[config.mk]
export PLATFORM = sky130hd
export DESIGN_NAME = core_run_ctrl_flat
export DESIGN_NICKNAME = d
export VERILOG_FILES = /design/src/rtl/core_run_ctrl_if.sv /design/src/rtl/core_run_ctrl.sv /design/src/flat_wrapper.sv
export SDC_FILE = /design/constraint.sdc
export NUM_CORES = 1
export LEC_CHECK = 0
export CORE_ASPECT_RATIO = 0.9
export CORE_MARGIN = 2
export CORE_UTILIZATION = 48
export CTS_CLUSTER_SIZE = 16
export DETAILED_ROUTE_END_ITERATION = 10
export PLACE_DENSITY = 0.86
export SLEW_MARGIN = 5
export SYNTH_ARGS = -nofsm -noshare
export SYNTH_HDL_FRONTEND = slang
export SYNTH_SLANG_ARGS = --single-unit
[constraint.sdc]
create_clock -name clk -period 4.55 [get_ports clk]
set_input_delay 1.1375 -clock clk [delete_from_list [all_inputs] [get_ports clk]]
set_output_delay 1.1375 -clock clk [all_outputs]
set_load 0.02 [all_outputs]
[src/rtl/core_run_ctrl_if.sv]
// Debug-port and fetch-side signal bundle for the run-control sequencer.
// master = debug bridge / fetch side, slave = core_run_ctrl.
interface core_run_ctrl_if #(
  parameter int unsigned ADDR_WIDTH     = 32,
  parameter int unsigned DBG_ADDR_WIDTH = 5
);
  logic                      dbg_req;
  logic                      dbg_wr_rd;
  logic [DBG_ADDR_WIDTH-1:0] dbg_addr;
  logic [31:0]               dbg_wdata;
  logic [31:0]               dbg_rdata;
  logic                      dbg_rd_ready;
  logic [ADDR_WIDTH-3:0]     fetch_addr;
  logic                      fetch_ack;
  logic                      pipe_idle;
  logic                      fetch_en;
  logic                      pc_load;
  logic [ADDR_WIDTH-3:0]     pc_load_addr;
  logic                      halted;

  modport master (
    output dbg_req, dbg_wr_rd, dbg_addr, dbg_wdata, fetch_addr, fetch_ack, pipe_idle,
    input  dbg_rdata, dbg_rd_ready, fetch_en, pc_load, pc_load_addr, halted
  );

  modport slave (
    input  dbg_req, dbg_wr_rd, dbg_addr, dbg_wdata, fetch_addr, fetch_ack, pipe_idle,
    output dbg_rdata, dbg_rd_ready, fetch_en, pc_load, pc_load_addr, halted
  );
endinterface

[src/rtl/core_run_ctrl.sv]
// Debug run-control sequencer: decodes debug register accesses and runs the
// halt / resume / single-step state machine that gates instruction fetch.
module core_run_ctrl #(
  parameter int unsigned ADDR_WIDTH     = 32,
  parameter int unsigned DBG_ADDR_WIDTH = 5,
  parameter bit          HALT_ON_RESET  = 1'b0
) (
  input logic             clk,
  input logic             rst_n,
  core_run_ctrl_if.slave  bus
);

  typedef enum logic [2:0] {
    StRun,
    StHalting,
    StHalted,
    StStepFetch,
    StStepDrain
  } state_e;

  localparam state_e ResetState = HALT_ON_RESET ? StHalted : StRun;

  localparam logic [DBG_ADDR_WIDTH-1:0] AddrCtrl    = DBG_ADDR_WIDTH'(0);
  localparam logic [DBG_ADDR_WIDTH-1:0] AddrStatus  = DBG_ADDR_WIDTH'(1);
  localparam logic [DBG_ADDR_WIDTH-1:0] AddrPc      = DBG_ADDR_WIDTH'(2);
  localparam logic [DBG_ADDR_WIDTH-1:0] AddrStepCnt = DBG_ADDR_WIDTH'(3);

  state_e                state_q, state_d;
  logic [31:0]           rdata_q, rdata_d;
  logic                  rd_ready_q, rd_ready_d;
  logic                  pc_load_q, pc_load_d;
  logic [ADDR_WIDTH-3:0] pc_addr_q, pc_addr_d;
  logic [15:0]           step_cnt_q, step_cnt_d;
  logic                  err_q, err_d;

  logic wr_en, rd_en;
  logic wr_ctrl, wr_status, wr_pc, wr_step_cnt;
  logic cmd_halt, cmd_resume, cmd_step;
  logic is_halted, is_halting, is_stepping;
  logic step_done;
  logic [31:0] status;

  assign wr_en       = bus.dbg_req & bus.dbg_wr_rd;
  assign rd_en       = bus.dbg_req & ~bus.dbg_wr_rd;
  assign wr_ctrl     = wr_en && (bus.dbg_addr == AddrCtrl);
  assign wr_status   = wr_en && (bus.dbg_addr == AddrStatus);
  assign wr_pc       = wr_en && (bus.dbg_addr == AddrPc);
  assign wr_step_cnt = wr_en && (bus.dbg_addr == AddrStepCnt);

  assign cmd_halt    = wr_ctrl & bus.dbg_wdata[0];
  assign cmd_resume  = wr_ctrl & bus.dbg_wdata[1];
  assign cmd_step    = wr_ctrl & bus.dbg_wdata[2];

  assign is_halted   = (state_q == StHalted);
  assign is_halting  = (state_q == StHalting);
  assign is_stepping = (state_q == StStepFetch) || (state_q == StStepDrain);
  assign status      = {27'b0, err_q, 1'b0, is_stepping, is_halting, is_halted};

  // Commands outside their legal state fall through, so HALT > STEP > RESUME
  // resolves naturally: HALT only matters in RUN, STEP/RESUME only in HALTED.
  always_comb begin
    state_d   = state_q;
    step_done = 1'b0;
    unique case (state_q)
      StRun:       if (cmd_halt) state_d = StHalting;
      StHalting:   if (bus.pipe_idle) state_d = StHalted;
      StHalted: begin
        if (cmd_step) begin
          state_d = StStepFetch;
        end else if (cmd_resume) begin
          state_d = StRun;
        end
      end
      StStepFetch: if (bus.fetch_ack) state_d = StStepDrain;
      StStepDrain: begin
        if (bus.pipe_idle) begin
          state_d   = StHalted;
          step_done = 1'b1;
        end
      end
      default:     state_d = ResetState;
    endcase
  end

  always_comb begin
    rd_ready_d = rd_en;
    rdata_d    = rdata_q;
    if (rd_en) begin
      case (bus.dbg_addr)
        AddrCtrl:    rdata_d = '0;
        AddrStatus:  rdata_d = status;
        AddrPc:      rdata_d = 32'({bus.fetch_addr, 2'b00});
        AddrStepCnt: rdata_d = {16'b0, step_cnt_q};
        default:     rdata_d = '0;
      endcase
    end
  end

  always_comb begin
    pc_load_d  = 1'b0;
    pc_addr_d  = pc_addr_q;
    err_d      = err_q;
    step_cnt_d = step_cnt_q + 16'(step_done);
    if (wr_pc) begin
      if (is_halted) begin
        pc_load_d = 1'b1;
        pc_addr_d = bus.dbg_wdata[ADDR_WIDTH-1:2];
      end else begin
        err_d = 1'b1;
      end
    end
    if (wr_status && bus.dbg_wdata[4]) err_d = 1'b0;
    // A clear coinciding with a step completion wins.
    if (wr_step_cnt) step_cnt_d = '0;
  end

  always_ff @(posedge clk or negedge rst_n) begin
    if (!rst_n) begin
      state_q    <= ResetState;
      rdata_q    <= '0;
      rd_ready_q <= 1'b0;
      pc_load_q  <= 1'b0;
      pc_addr_q  <= '0;
      step_cnt_q <= '0;
      err_q      <= 1'b0;
    end else begin
      state_q    <= state_d;
      rdata_q    <= rdata_d;
      rd_ready_q <= rd_ready_d;
      pc_load_q  <= pc_load_d;
      pc_addr_q  <= pc_addr_d;
      step_cnt_q <= step_cnt_d;
      err_q      <= err_d;
    end
  end

  assign bus.dbg_rdata    = rdata_q;
  assign bus.dbg_rd_ready = rd_ready_q;
  assign bus.pc_load      = pc_load_q;
  assign bus.pc_load_addr = pc_addr_q;
  assign bus.fetch_en     = (state_q == StRun) || (state_q == StStepFetch);
  assign bus.halted       = is_halted;

endmodule
[src/flat_wrapper.sv]
// flat-port wrapper written by rule: the top's interface ports become plain ports
module core_run_ctrl_flat 
#(
  parameter int unsigned ADDR_WIDTH     = 32,
  parameter int unsigned DBG_ADDR_WIDTH = 5,
  parameter bit          HALT_ON_RESET  = 1'b0
)
  (clk, rst_n, bus_dbg_req, bus_dbg_wr_rd, bus_dbg_addr, bus_dbg_wdata, bus_fetch_addr, bus_fetch_ack, bus_pipe_idle, bus_dbg_rdata, bus_dbg_rd_ready, bus_fetch_en, bus_pc_load, bus_pc_load_addr, bus_halted);
  core_run_ctrl_if #(.ADDR_WIDTH(ADDR_WIDTH), .DBG_ADDR_WIDTH(DBG_ADDR_WIDTH)) bus_i ();
  input logic clk;
  input logic rst_n;
  input wire logic [$bits(bus_i.dbg_req)-1:0] bus_dbg_req;
  input wire logic [$bits(bus_i.dbg_wr_rd)-1:0] bus_dbg_wr_rd;
  input wire logic [$bits(bus_i.dbg_addr)-1:0] bus_dbg_addr;
  input wire logic [$bits(bus_i.dbg_wdata)-1:0] bus_dbg_wdata;
  input wire logic [$bits(bus_i.fetch_addr)-1:0] bus_fetch_addr;
  input wire logic [$bits(bus_i.fetch_ack)-1:0] bus_fetch_ack;
  input wire logic [$bits(bus_i.pipe_idle)-1:0] bus_pipe_idle;
  output wire logic [$bits(bus_i.dbg_rdata)-1:0] bus_dbg_rdata;
  output wire logic [$bits(bus_i.dbg_rd_ready)-1:0] bus_dbg_rd_ready;
  output wire logic [$bits(bus_i.fetch_en)-1:0] bus_fetch_en;
  output wire logic [$bits(bus_i.pc_load)-1:0] bus_pc_load;
  output wire logic [$bits(bus_i.pc_load_addr)-1:0] bus_pc_load_addr;
  output wire logic [$bits(bus_i.halted)-1:0] bus_halted;
  assign bus_i.dbg_req = bus_dbg_req;
  assign bus_i.dbg_wr_rd = bus_dbg_wr_rd;
  assign bus_i.dbg_addr = bus_dbg_addr;
  assign bus_i.dbg_wdata = bus_dbg_wdata;
  assign bus_i.fetch_addr = bus_fetch_addr;
  assign bus_i.fetch_ack = bus_fetch_ack;
  assign bus_i.pipe_idle = bus_pipe_idle;
  assign bus_dbg_rdata = bus_i.dbg_rdata;
  assign bus_dbg_rd_ready = bus_i.dbg_rd_ready;
  assign bus_fetch_en = bus_i.fetch_en;
  assign bus_pc_load = bus_i.pc_load;
  assign bus_pc_load_addr = bus_i.pc_load_addr;
  assign bus_halted = bus_i.halted;
  core_run_ctrl #(.ADDR_WIDTH(ADDR_WIDTH), .DBG_ADDR_WIDTH(DBG_ADDR_WIDTH), .HALT_ON_RESET(HALT_ON_RESET)) u_core (.clk(clk), .rst_n(rst_n), .bus(bus_i));
endmodule
# Yosys cells after proc, flatten, opt, wreduce, memory -nomap -nowiden
# Cells that the tools add are included.
totals:
  ff_bits: 84
  out_inout_bits: 66
  elab_cells: 55
op_classes:
  addsub: 1
  eq_ne: 12
  muxes: 15
  n_bitwise: 6
  n_reduce_logical: 14
ops:
  columns: ["operator", "n"]
  rows:
  - ["one-hot mux 32 bit (3 select lines)", 1]
  - ["adder 16 x 1 -> 16 bit", 1]
  - ["two-way mux 16 bit", 1]
  - ["two-way mux 3 bit", 5]
  - ["one-hot mux 3 bit (4 select lines)", 1]
  - ["equality test 5 x 2 -> 1 bit, second input constant", 2]
  - ["two-way mux 1 bit", 7]
  - ["equality test 3 x 2 -> 1 bit, second input constant", 2]
  - ["!= test 2 x 1 -> 1 bit, second input constant", 3]
  - ["AND 1 bit", 5]
  - ["equality test 5 x 1 -> 1 bit, second input constant", 1]
  - ["logical AND 1 bit", 5]
  - ["zero test 5 bit", 1]
  - ["AND reduction 2 bit", 2]
  - ["AND reduction 4 bit", 1]
  - ["equality test 3 x 1 -> 1 bit, second input constant", 1]
  - ["equality test 3 bit, second input constant", 1]
  - ["zero test 3 bit", 1]
  - ["!= test 3 x 1 -> 1 bit, second input constant", 1]
  - ["logical OR 1 bit", 2]
  - ["!= test 2 bit, second input constant", 1]
  - ["nonzero test 2 bit", 1]
  - ["OR reduction 2 bit", 1]
  - ["inverter 1 bit", 1]

# Depth between registers and ports, before layout
logic_depth:
  ltp_word: 6
  ltp_mapped: 8
  ltp_nobuf: 7

# Least setup slack after synthesis
# No wires, ideal clock.
synth_path:
  kind: "input port to flip-flop"
  from: "input bus_dbg_addr[4]"
  to: "register u_core.pc_addr_q[0] (netlist: u_core.bus.pc_load_addr[0])"
  setup_time_ns: 0.125
  arrival_time_ns: 2.135
  t_required_ns: 4.425
  slack_ns: 2.290
  stages: 5
  n_path_buf: 2
  path_cell_list: "nor3_4 and3_1 buf_6 buf_12 mux2_4"
synth_between:
  elab_chain_cells: 3
synth_rtl:
  columns: ["element", "line_no", "rtl"]
  rows:
  - ["from (decl)", "flat_wrapper.sv:14", "input wire logic [$bits(bus_i.dbg_addr)-1:0] bus_dbg_addr;"]
  - ["equality test 5 x 2 -> 1 bit", "core_run_ctrl.sv:47", "assign wr_pc = wr_en && (bus.dbg_addr == AddrPc);"]
  - ["logical AND 1 bit", "core_run_ctrl.sv:47", null]
  - ["AND reduction 2 bit (no source line)", null, null]
  - ["to (signal assigned)", "core_run_ctrl.sv:131", "pc_addr_q <= pc_addr_d;"]
  - ["to (decl)", "core_run_ctrl.sv:32", "logic [ADDR_WIDTH-3:0] pc_addr_q, pc_addr_d;"]
# No other way between the ends.
# A chain may end at the register's enable or synchronous reset.

# Final worst setup path
layout_path:
  from: "register u_core.state_q[1]"
  to: "output bus_halted"
layout_between:
  elab_chain_cells: 1
layout_rtl:
  columns: ["element", "line_no", "rtl"]
  rows:
  - ["from (decl)", "core_run_ctrl.sv:28", "state_e state_q, state_d;"]
  - ["from (signal assigned)", "core_run_ctrl.sv:119", "state_q <= ResetState;"]
  - ["from (signal assigned)", "core_run_ctrl.sv:127", "state_q <= state_d;"]
  - ["equality test 3 x 2 -> 1 bit", "core_run_ctrl.sv:54", "assign is_halted = (state_q == StHalted);"]
  - ["to (decl)", "flat_wrapper.sv:24", "output wire logic [$bits(bus_i.halted)-1:0] bus_halted;"]
# No other way between the ends.

==> results.sh <==
export IMPL_worstPathCellList="nor3b_4, clkdlybuf4s50_1"
export IMPL_synth_top_cell_area_share_pct=55.10
export IMPL_via_per_inst=5.303
export IMPL_rsz0062_at_grt="false"
export IMPL_path_clk_slew_ns=0.08
export IMPL_synthMuxAreaShare_pct=15.71
export IMPL_drt_iter0_drc=139
export IMPL_synthesis_nets=379
export IMPL_cts_setup_buffers=0
export IMPL_grt_overflow=0
export IMPL_wirelength_um=9292
export IMPL_cp_max_fo=9
export IMPL_maxCapViolCount=0
export IMPL_synthFlopType="dfrtp_1"
export IMPL_slowest_stage="clkdlybuf4s50_1"
export IMPL_core_area_um2=7620
export IMPL_finalMaxSlewViolations=0
export IMPL_required_ns=3.41
export IMPL_max_stage_delay_ns=0.68
export IMPL_synth_simple_area_share_pct=12.59
export IMPL_cellPowerDensity_nw_per_um2=308.0
export IMPL_grt_pass1_wl_um=14550
export IMPL_final_area_um2=5386
export IMPL_final_setup_viol_count=0
export IMPL_final_nets=512
export IMPL_clk_path_buf_depth=2
export IMPL_power_total_mw=1.659
export IMPL_p_leak_nw=2.365
export IMPL_fin_ws_ns=1.490
export IMPL_synth_area_leaders="dfrtp_1, mux2_4, a22o_1, mux2i_1, nand2_1"
export IMPL_synth_adder_area_share_pct=0.6560
export IMPL_arrival_ns=1.92
export IMPL_synth_xor_area_share_pct=3.673
export IMPL_drive_above_1_share_pct=12.90
export IMPL_synth_avg_cell_area_um2=12.55
export IMPL_skew_ns=0.01053
export IMPL_critical_path_top_delay_family="buffers and inverters"
export IMPL_cp_num_buf_inv=1
export IMPL_drt_pass1_iter_count=4
export IMPL_async_flop_share_pct=100.0
export IMPL_initial_core_util_pct=50.07
export IMPL_grt_use_total_pct=21.48
export IMPL_crit_type="reg2out"
export IMPL_post_place_ws_ns=1.155
export IMPL_post_drt_wl_per_cell_um=17.27
export IMPL_clock_latency_ns=0.35
export IMPL_cts_hold_buf=0
export IMPL_area_delta_synth_final_pct=41.19
export IMPL_fill_cells=526
export IMPL_io_buffers=138
export IMPL_peakVddDrop_uv=180.7
export IMPL_synth_cells=304
export IMPL_status="finished clean"
export IMPL_fin_crit_sh_pct=67.25
export IMPL_synthTopCellsByCount="dfrtp_1, mux2_4, nand2_1"
export IMPL_max_freq_mhz=326.8
export IMPL_hold_class="reg2reg"
export IMPL_htreeDepth=3
export IMPL_setup_tns_ns=0
export IMPL_start_kind="register"
export IMPL_finalHoldViolCount=0
export IMPL_worst_setup_path_end_kind="output port"
export IMPL_die_w_um=97.97
export IMPL_synth_top_family_by_area="multiplexers"
export IMPL_holdWs_ns=0.4857
export IMPL_cts_sink_count=84
export IMPL_tightestPinTransition_ns=1.024
export IMPL_synth_compound_area_share_pct=8.035
export IMPL_cts_tree="built"
export IMPL_rows=30
export IMPL_r2r_slack_ns=2.22
export IMPL_drc=0
export IMPL_mappedNetlistArea_um2=3815
export IMPL_cts_buffers=9
export IMPL_gp_congestion=0.7957
export IMPL_fin_crit_ns=3.060
export IMPL_place_area_um2=5184
export IMPL_yosys_warnings=0
export IMPL_grt_pass1_vias=2821
export IMPL_yosysSeqAreaShare_pct=55.10
export IMPL_die_area_um2=8678
export IMPL_synth_most_common_cell="dfrtp_1"
export IMPL_synth_seq_cells=84
export IMPL_final_util_pct=70.69
export IMPL_place_inst=522
export IMPL_antennaDiodeCount=0
export IMPL_synth_edff_count=0
export IMPL_io_pins=139
export IMPL_ctsRootBufferMaster="clkbuf_8"
export IMPL_synth_cell_type_count=41
export IMPL_ctsResizeCount=0
export IMPL_grt_start_max_net_pins=85
export IMPL_antenna_found_initial=0
export IMPL_drtAntennaViolNets=0
export IMPL_dp_hpwl_um=6807
export IMPL_finalNonFillerCells=538
export IMPL_vias=2853
export IMPL_die_y_um=88.58
export IMPL_synth_top_area_cell="dfrtp_1"
export IMPL_maxSlewHeadroom_pct=31.76
## final timing paths
path,start,to,depth (start not counted)
max,u_core.state_q[1],bus_halted,2
min,u_core.bus.dbg_rdata[11],u_core.bus.dbg_rdata[11],2
max reg2reg,u_core.state_q[1],u_core.bus.pc_load_addr[12],4
min reg2reg,u_core.bus.dbg_rdata[11],u_core.bus.dbg_rdata[11],2
max in group asynchronous,rst_n,u_core.bus.dbg_rdata[11],1
min in group asynchronous,rst_n,u_core.bus.dbg_rdata[9],1
## registers in the layout, indices dropped and copies added (netlist names)
signal,flops
u_core.bus.pc_load_addr,30
u_core.state_q,3
u_core.bus.dbg_rdata,32
u_core.step_cnt_q,16
u_core.bus.pc_load,1
u_core.err_q,1
u_core.bus.dbg_rd_ready,1
## report_power, final
part | total [mW] | switching, mW | leakage [nW] | internal, mW
logic | 0.306 | 0.128 | 1.12 | 0.177
clock network | 0.541 | 0.259 | 0.102 | 0.282
registers | 0.812 | 0.0253 | 1.15 | 0.787
## area by class of cell
class                           instances  area, um^2  share of cell area, %
Sequential cell                        84        2102                  39.02
Clock inverter                          4       47.55                 0.8827
Multi-Input combinational cell        199        1553                  28.83
Timing Repair Buffer                  141        1401                  26.02
Clock buffer                           12       155.1                  2.880
Tap cell                               96       120.1                  2.230
Inverter                                2       7.507                 0.1394
## kinds of logic (layout without fill, tap and decap cells)
logic type	count (synthesis)	after routing
buffers and inverters	21	159
multiplexers	45	45
flip-flops	84	84
XOR/XNOR	16	16
AO/OA/AOI/OAI	44	44
adder cells (fa/ha/maj)	2	2
AND/OR/NAND/NOR	92	92
## worst min-delay path: stages, from the launching register on
cell and delay [ns]:
dfrtp_1 0.35, nand2_1 0.05, o21ai_0 0.06
## layout by cell type, fill, tap and decap left out, drive strengths merged, types with 6 or more instances in the layout
cell type        n
clkdlybuf4s50  137
dfrtp           84
mux2            32
nand2           24
nor2            23
a22o            19
o21ai           16
nand3           15
mux2i           13
clkbuf          12
xnor2           10
nor4             7
nand4            6
xor2             6
## layer usage
metal | GRT usage, % | vias up | share of wire [%]
li1 | - | 1350 | -
met1 | 29.10 | 1372 | 43
met2 | 34.93 | 118 | 49
met3 | 4.660 | 13 | 5.7
met4 | 7.449 | 0 | 1.9
met5 | 0 | - | 0
Note: power is estimated with default switching activity, not from simulation.
